===== config.mk =====
export PLATFORM = sky130hd
export DESIGN_NAME = fifo_rr_reader
export DESIGN_NICKNAME = d
export VERILOG_FILES = /design/src/rtl/fifo_rr_reader.sv
export SDC_FILE = /design/constraint.sdc
export NUM_CORES = 1
export LEC_CHECK = 0
export ABC_AREA = 1
export CAP_MARGIN = 10
export CORE_MARGIN = 1
export CORE_UTILIZATION = 47
export CTS_CLUSTER_SIZE = 20
export DETAILED_ROUTE_END_ITERATION = 10
export GPL_TIMING_DRIVEN = 0
export PLACE_DENSITY = 0.86
export SLEW_MARGIN = 40
export SYNTH_ARGS = -nofsm -noshare
export SYNTH_HDL_FRONTEND = slang
export SYNTH_SLANG_ARGS = --single-unit
export TNS_END_PERCENT = 30

===== constraint.sdc =====
create_clock -name clk_i -period 4.6 [get_ports clk_i]
set_clock_uncertainty 0.05 [all_clocks]
set_input_delay 0.92 -clock clk_i [delete_from_list [all_inputs] [get_ports clk_i]]
set_output_delay 0.92 -clock clk_i [all_outputs]
set_load 0.05 [all_outputs]

===== src/rtl/fifo_rr_reader.sv =====
// Round-robin reader draining CH_AMOUNT show-ahead FIFOs into one valid/ready stream.
// Each grant pops up to BURST_LEN words from a single channel, then re-arbitrates.
module fifo_rr_reader #(
  parameter int CH_AMOUNT  = 4,
  parameter int DATA_WIDTH = 8,
  parameter int BURST_LEN  = 4,
  parameter int CH_WIDTH   = $clog2(CH_AMOUNT)
) (
  input  logic                             clk_i,
  input  logic                             rst_n_i,
  input  logic [CH_AMOUNT-1:0]             fifo_empty_i,
  input  logic [CH_AMOUNT*DATA_WIDTH-1:0]  fifo_data_i,
  output logic [CH_AMOUNT-1:0]             fifo_rd_o,
  output logic [DATA_WIDTH-1:0]            data_o,
  output logic [CH_WIDTH-1:0]              ch_o,
  output logic                             valid_o,
  input  logic                             ready_i,
  output logic                             busy_o
);

  localparam int CNT_W = $clog2(BURST_LEN + 1);

  typedef enum logic {IDLE, GRANT} state_t;

  state_t                               state, state_nxt;
  logic [CH_WIDTH-1:0]                  grant, last_grant, rr_sel, rr_cand;
  logic                                 rr_found;
  logic [CNT_W-1:0]                     burst_cnt;
  logic [CH_AMOUNT-1:0][DATA_WIDTH-1:0] data_arr;
  logic                                 slot_free, pop, burst_done;

  assign data_arr   = fifo_data_i;
  assign slot_free  = !valid_o || ready_i;
  assign pop        = (state == GRANT) && slot_free && !fifo_empty_i[grant];
  assign burst_done = (burst_cnt + CNT_W'(1)) == CNT_W'(BURST_LEN);
  assign busy_o     = (state == GRANT);

  // Walk channels starting one past last_grant, wrapping at CH_AMOUNT (need not be a power of 2).
  always_comb begin
    rr_found = 1'b0;
    rr_sel   = '0;
    rr_cand  = last_grant;
    for (int i = 0; i < CH_AMOUNT; i++) begin
      rr_cand = (rr_cand == CH_WIDTH'(CH_AMOUNT - 1)) ? '0 : rr_cand + CH_WIDTH'(1);
      if (!rr_found && !fifo_empty_i[rr_cand]) begin
        rr_found = 1'b1;
        rr_sel   = rr_cand;
      end
    end
  end

  always_comb begin
    state_nxt = state;
    fifo_rd_o = '0;
    case (state)
      IDLE:  if (rr_found) state_nxt = GRANT;
      GRANT: begin
        if (pop) fifo_rd_o[grant] = 1'b1;
        if (fifo_empty_i[grant] || (pop && burst_done)) state_nxt = IDLE;
      end
      default: state_nxt = IDLE;
    endcase
  end

  always_ff @(posedge clk_i or negedge rst_n_i) begin
    if (!rst_n_i) begin
      state      <= IDLE;
      grant      <= '0;
      last_grant <= CH_WIDTH'(CH_AMOUNT - 1);
      burst_cnt  <= '0;
      valid_o    <= 1'b0;
      data_o     <= '0;
      ch_o       <= '0;
    end else begin
      state <= state_nxt;
      if (state == IDLE && rr_found) begin
        grant      <= rr_sel;
        last_grant <= rr_sel;
        burst_cnt  <= '0;
      end
      // Output slot: load on pop, drop valid once the sink took the word.
      if (pop) begin
        data_o    <= data_arr[grant];
        ch_o      <= grant;
        valid_o   <= 1'b1;
        burst_cnt <= burst_cnt + CNT_W'(1);
      end else if (slot_free) begin
        valid_o <= 1'b0;
      end
    end
  end

endmodule


==> impl_metrics.toml, run 1 <==
[status]
status = "complete, no violations"

[critical_path]
cp_top_family = "buffers and inverters"
crit_arrival_ps = 3150
cp.depth = 10
critPathLaunchType = "input port"
reg2regPathDepth = 10
cp-end-kind = "primary output"
cp_slowest_stage_delay_ps = 810
required_ps = 3630
crit_type = "in -> out"
cp_slowest_cell = "clkdlybuf4s50_1"
crit_path_max_fanout = 10
path_buf_inv = 4
reg2reg_slack_ps = 2420
worstPathCellList = "clkdlybuf4s50_1, nand3_1, o21ai_0, nor2_1, nand2_1, nor2_2, inv_2, buf_4, nor2_1, clkdlybuf4s50_1"

[place]
dp.cells = 289
port_buffers = 54
placed_cell_area_um2 = 1961
gp_congestion = 0.8173
hpwl_mm = 2.862

[sta]
rsz0062_at_grt = "false"
final-hold-violation-count = 0
max_slew_margin_pct = 64.80
slew_viol_final = 0
tightest_slew_ps = 526.3
clock.fmax_mhz = 242.6
fin_crit_ps = 4122
setup-tns-final_ps = 0
setup_viol_count_final = 0
finalCritPeriodShare_pct = 89.61

[clock_network]
insertion_delay_ps = 300
cts_max_level = 1
clockBufferDepth = 2
postCtsSetupBuffers = 0
cts_buffers = 3
clkSinkCount = 19
hold_buffers = 0
ctsRootBufferMaster = "clkbuf_4"
clk_pin_slew_ps = 110
post_cts_resized = 0
tritoncts = "yes"

[routing]
via_per_inst = 5.338
drt_wl_total_mm = 3.841
num_vias = 1564
wire_per_inst_um = 13.11
drtPass1Iterations = 5
route.detailed.drc = 0
drt_iter0_drc = 75
postRouteAntennaNets = 0

[cells_and_area]
layout-drive-gt1-share_pct = 12.60
layout-area-overhead-vs-synth_pct = 43.41
seq_area_um2 = 478.0
multiInputGateArea_um2 = 798.3
final_cells = 293
finish.utilization_pct = 71.48
final_area_um2 = 1988
antennaDiodeCount = 0
final.fill_count = 240
final_nets = 305

[power]
leakage_nw = 0.9769
p_per_area_nw_per_um2 = 759.4
power_frac_clock_pct = 5.9
switching_share_pct = 57.09
peakVddDrop_mv = 0.6096
combPwrFrac_pct = 74.2
p_sw_w = 0.0008619
p_total_w = 0.001510
p_seq_share_pct = 19.8
p_int_w = 0.0006478

[global_routing]
grt_pass1_vias = 1478
grt_pass1_wl_mm = 6.548
grtUsageTotal_pct = 26.15
gr-total-overflow = 0
antenna_found_initial = 0
grt_max_degree = 20

[synth]
syn-num-nets = 246
synth_top_area_share_pct = 30.69
ys_top_cells_by_area = "dfrtp_1, nand2_1, nand3_1"
avgSynthCellArea_um2 = 6.796
ys_ff_latch = 19
seq_area_frac_synth_pct = 34.48
synth_top_cell_by_area = "dfrtp_1"
synth_area_um2 = 1386
yosysUniqueCellTypes = 23
synthCells = 204
ys_warn_count = 0

[floorplanning]
num_rows = 19
die-area_um2 = 3171
die_y_um = 56.31
start_util_pct = 49.84
io_pins = 55
core_um2 = 2781
die_x_um = 56.31

[flow_run]
maxCapViolations = 0

[min_path]
hold_depth = 2
hp-class = "reg -> reg"
[power groups by stage]
stage	Combinational [W]	Clock [W]	Sequential, W
after floorplan	0.000656	0	0.000460
after global placement	0.00109	0	0.000300
after detailed placement	0.00111	0	0.000302
after CTS	0.00112	0.0000901	0.000299
after global routing	0.00123	0.0000954	0.000310
final	0.00112	0.0000895	0.000300
[cell usage after synthesis, drive strengths merged]
cell     n
a21oi    3
buf      7
clkbuf   1
dfrtp   17
dfstp    2
ha       3
inv     19
nand2   88
nand3   35
nand4   11
nor2     8
o21ai    9
or2      1
[area by class of cell]
class / instances / share of cell area (%)
multi-input combinational: 158 / 40.15
timing repair buffer: 54 / 26.94
sequential: 19 / 24.04
inverter: 19 / 3.587
buffer: 8 / 1.951
tap: 31 / 1.951
clock buffer: 3 / 1.133
clock inverter: 1 / 0.2517
[through the flow]
step / setup WS (ps) / hold slack [ps]
5_1_grt: 349.4 / 460.5
4_1_cts: 488.5 / 435.2
6_report: 477.9 / 428.7
3_5_place_dp: 506.6 / 407.6
3_3_place_gp: 501.6 / 404.3
2_1_floorplan: 1389 / 398.9
[final timing paths]
kind | start | end
setup / recovery | fifo_empty_i[1] | fifo_rd_o[3]
hold / removal | data_o[6] | data_o[6]
setup reg to reg | last_grant[0] | busy_o
hold reg to reg | data_o[6] | data_o[6]
max in group asynchronous | rst_n_i | last_grant[1]
min in group asynchronous | rst_n_i | burst_cnt[1]
[sequential cells by signal, indices dropped and copies added (netlist names)]
register    flops
burst_cnt       3
busy_o          1
ch_o            2
last_grant      2
valid_o         1
data_o          8
grant           2
[cell usage in the layout (no fill, tap or decap), drive strengths merged]
| cell | n |
|---|---|
| nand2 | 88 |
| clkdlybuf4s50 | 53 |
| nand3 | 35 |
| inv | 19 |
| dfrtp | 17 |
| nand4 | 11 |
| o21ai | 9 |
| buf | 8 |
| nor2 | 8 |
| clkbuf | 4 |
| a21oi | 3 |
| ha | 3 |
| dfstp | 2 |
| or2 | 1 |
| clkinv | 1 |
[per-layer routing]
layer	GRT usage (%)	routed length, um	part of all wire [%]	vias to the layer above
met5	0	0	0	-
met2	43.37	1787	47	62
li1	-	-	-	777
met1	35.60	1774	46	719
met3	5.760	242	6.3	6
met4	4.530	37	0.96	0
[worst reg2reg max path, cell delays in order, from the launching register on]
cell,delay (ps)
dfstp_2,610
ha_1,340
inv_2,160
nand2_2,80
nand2_4,100
nand2_2,70
nand2_4,90
nand2_4,50
o21ai_4,230
inv_2,80
or2_1,220
[logic make-up after synthesis]
family,after synthesis,synth area share (%)
AND/OR/NAND/NOR,143,49.73
buffers and inverters,27,7.943
flip-flops,19,34.48
AO/OA/AOI/OAI,12,5.144
adder cells (fa/ha/maj),3,2.708
No activity file was read; power rests on OpenSTA's default activity.
==> run 2, diff against run 1 <==
--- a/config.mk
+++ b/config.mk
@@ -13,6 +13,7 @@
 export DETAILED_ROUTE_END_ITERATION = 10
 export GPL_TIMING_DRIVEN = 0
 export PLACE_DENSITY = 0.86
+export SETUP_SLACK_MARGIN = 0.02
 export SLEW_MARGIN = 40
 export SYNTH_ARGS = -nofsm -noshare
 export SYNTH_HDL_FRONTEND = slang
==> results of run 2 <==
Final layout, timing and power as in run 1 (identical DEF).
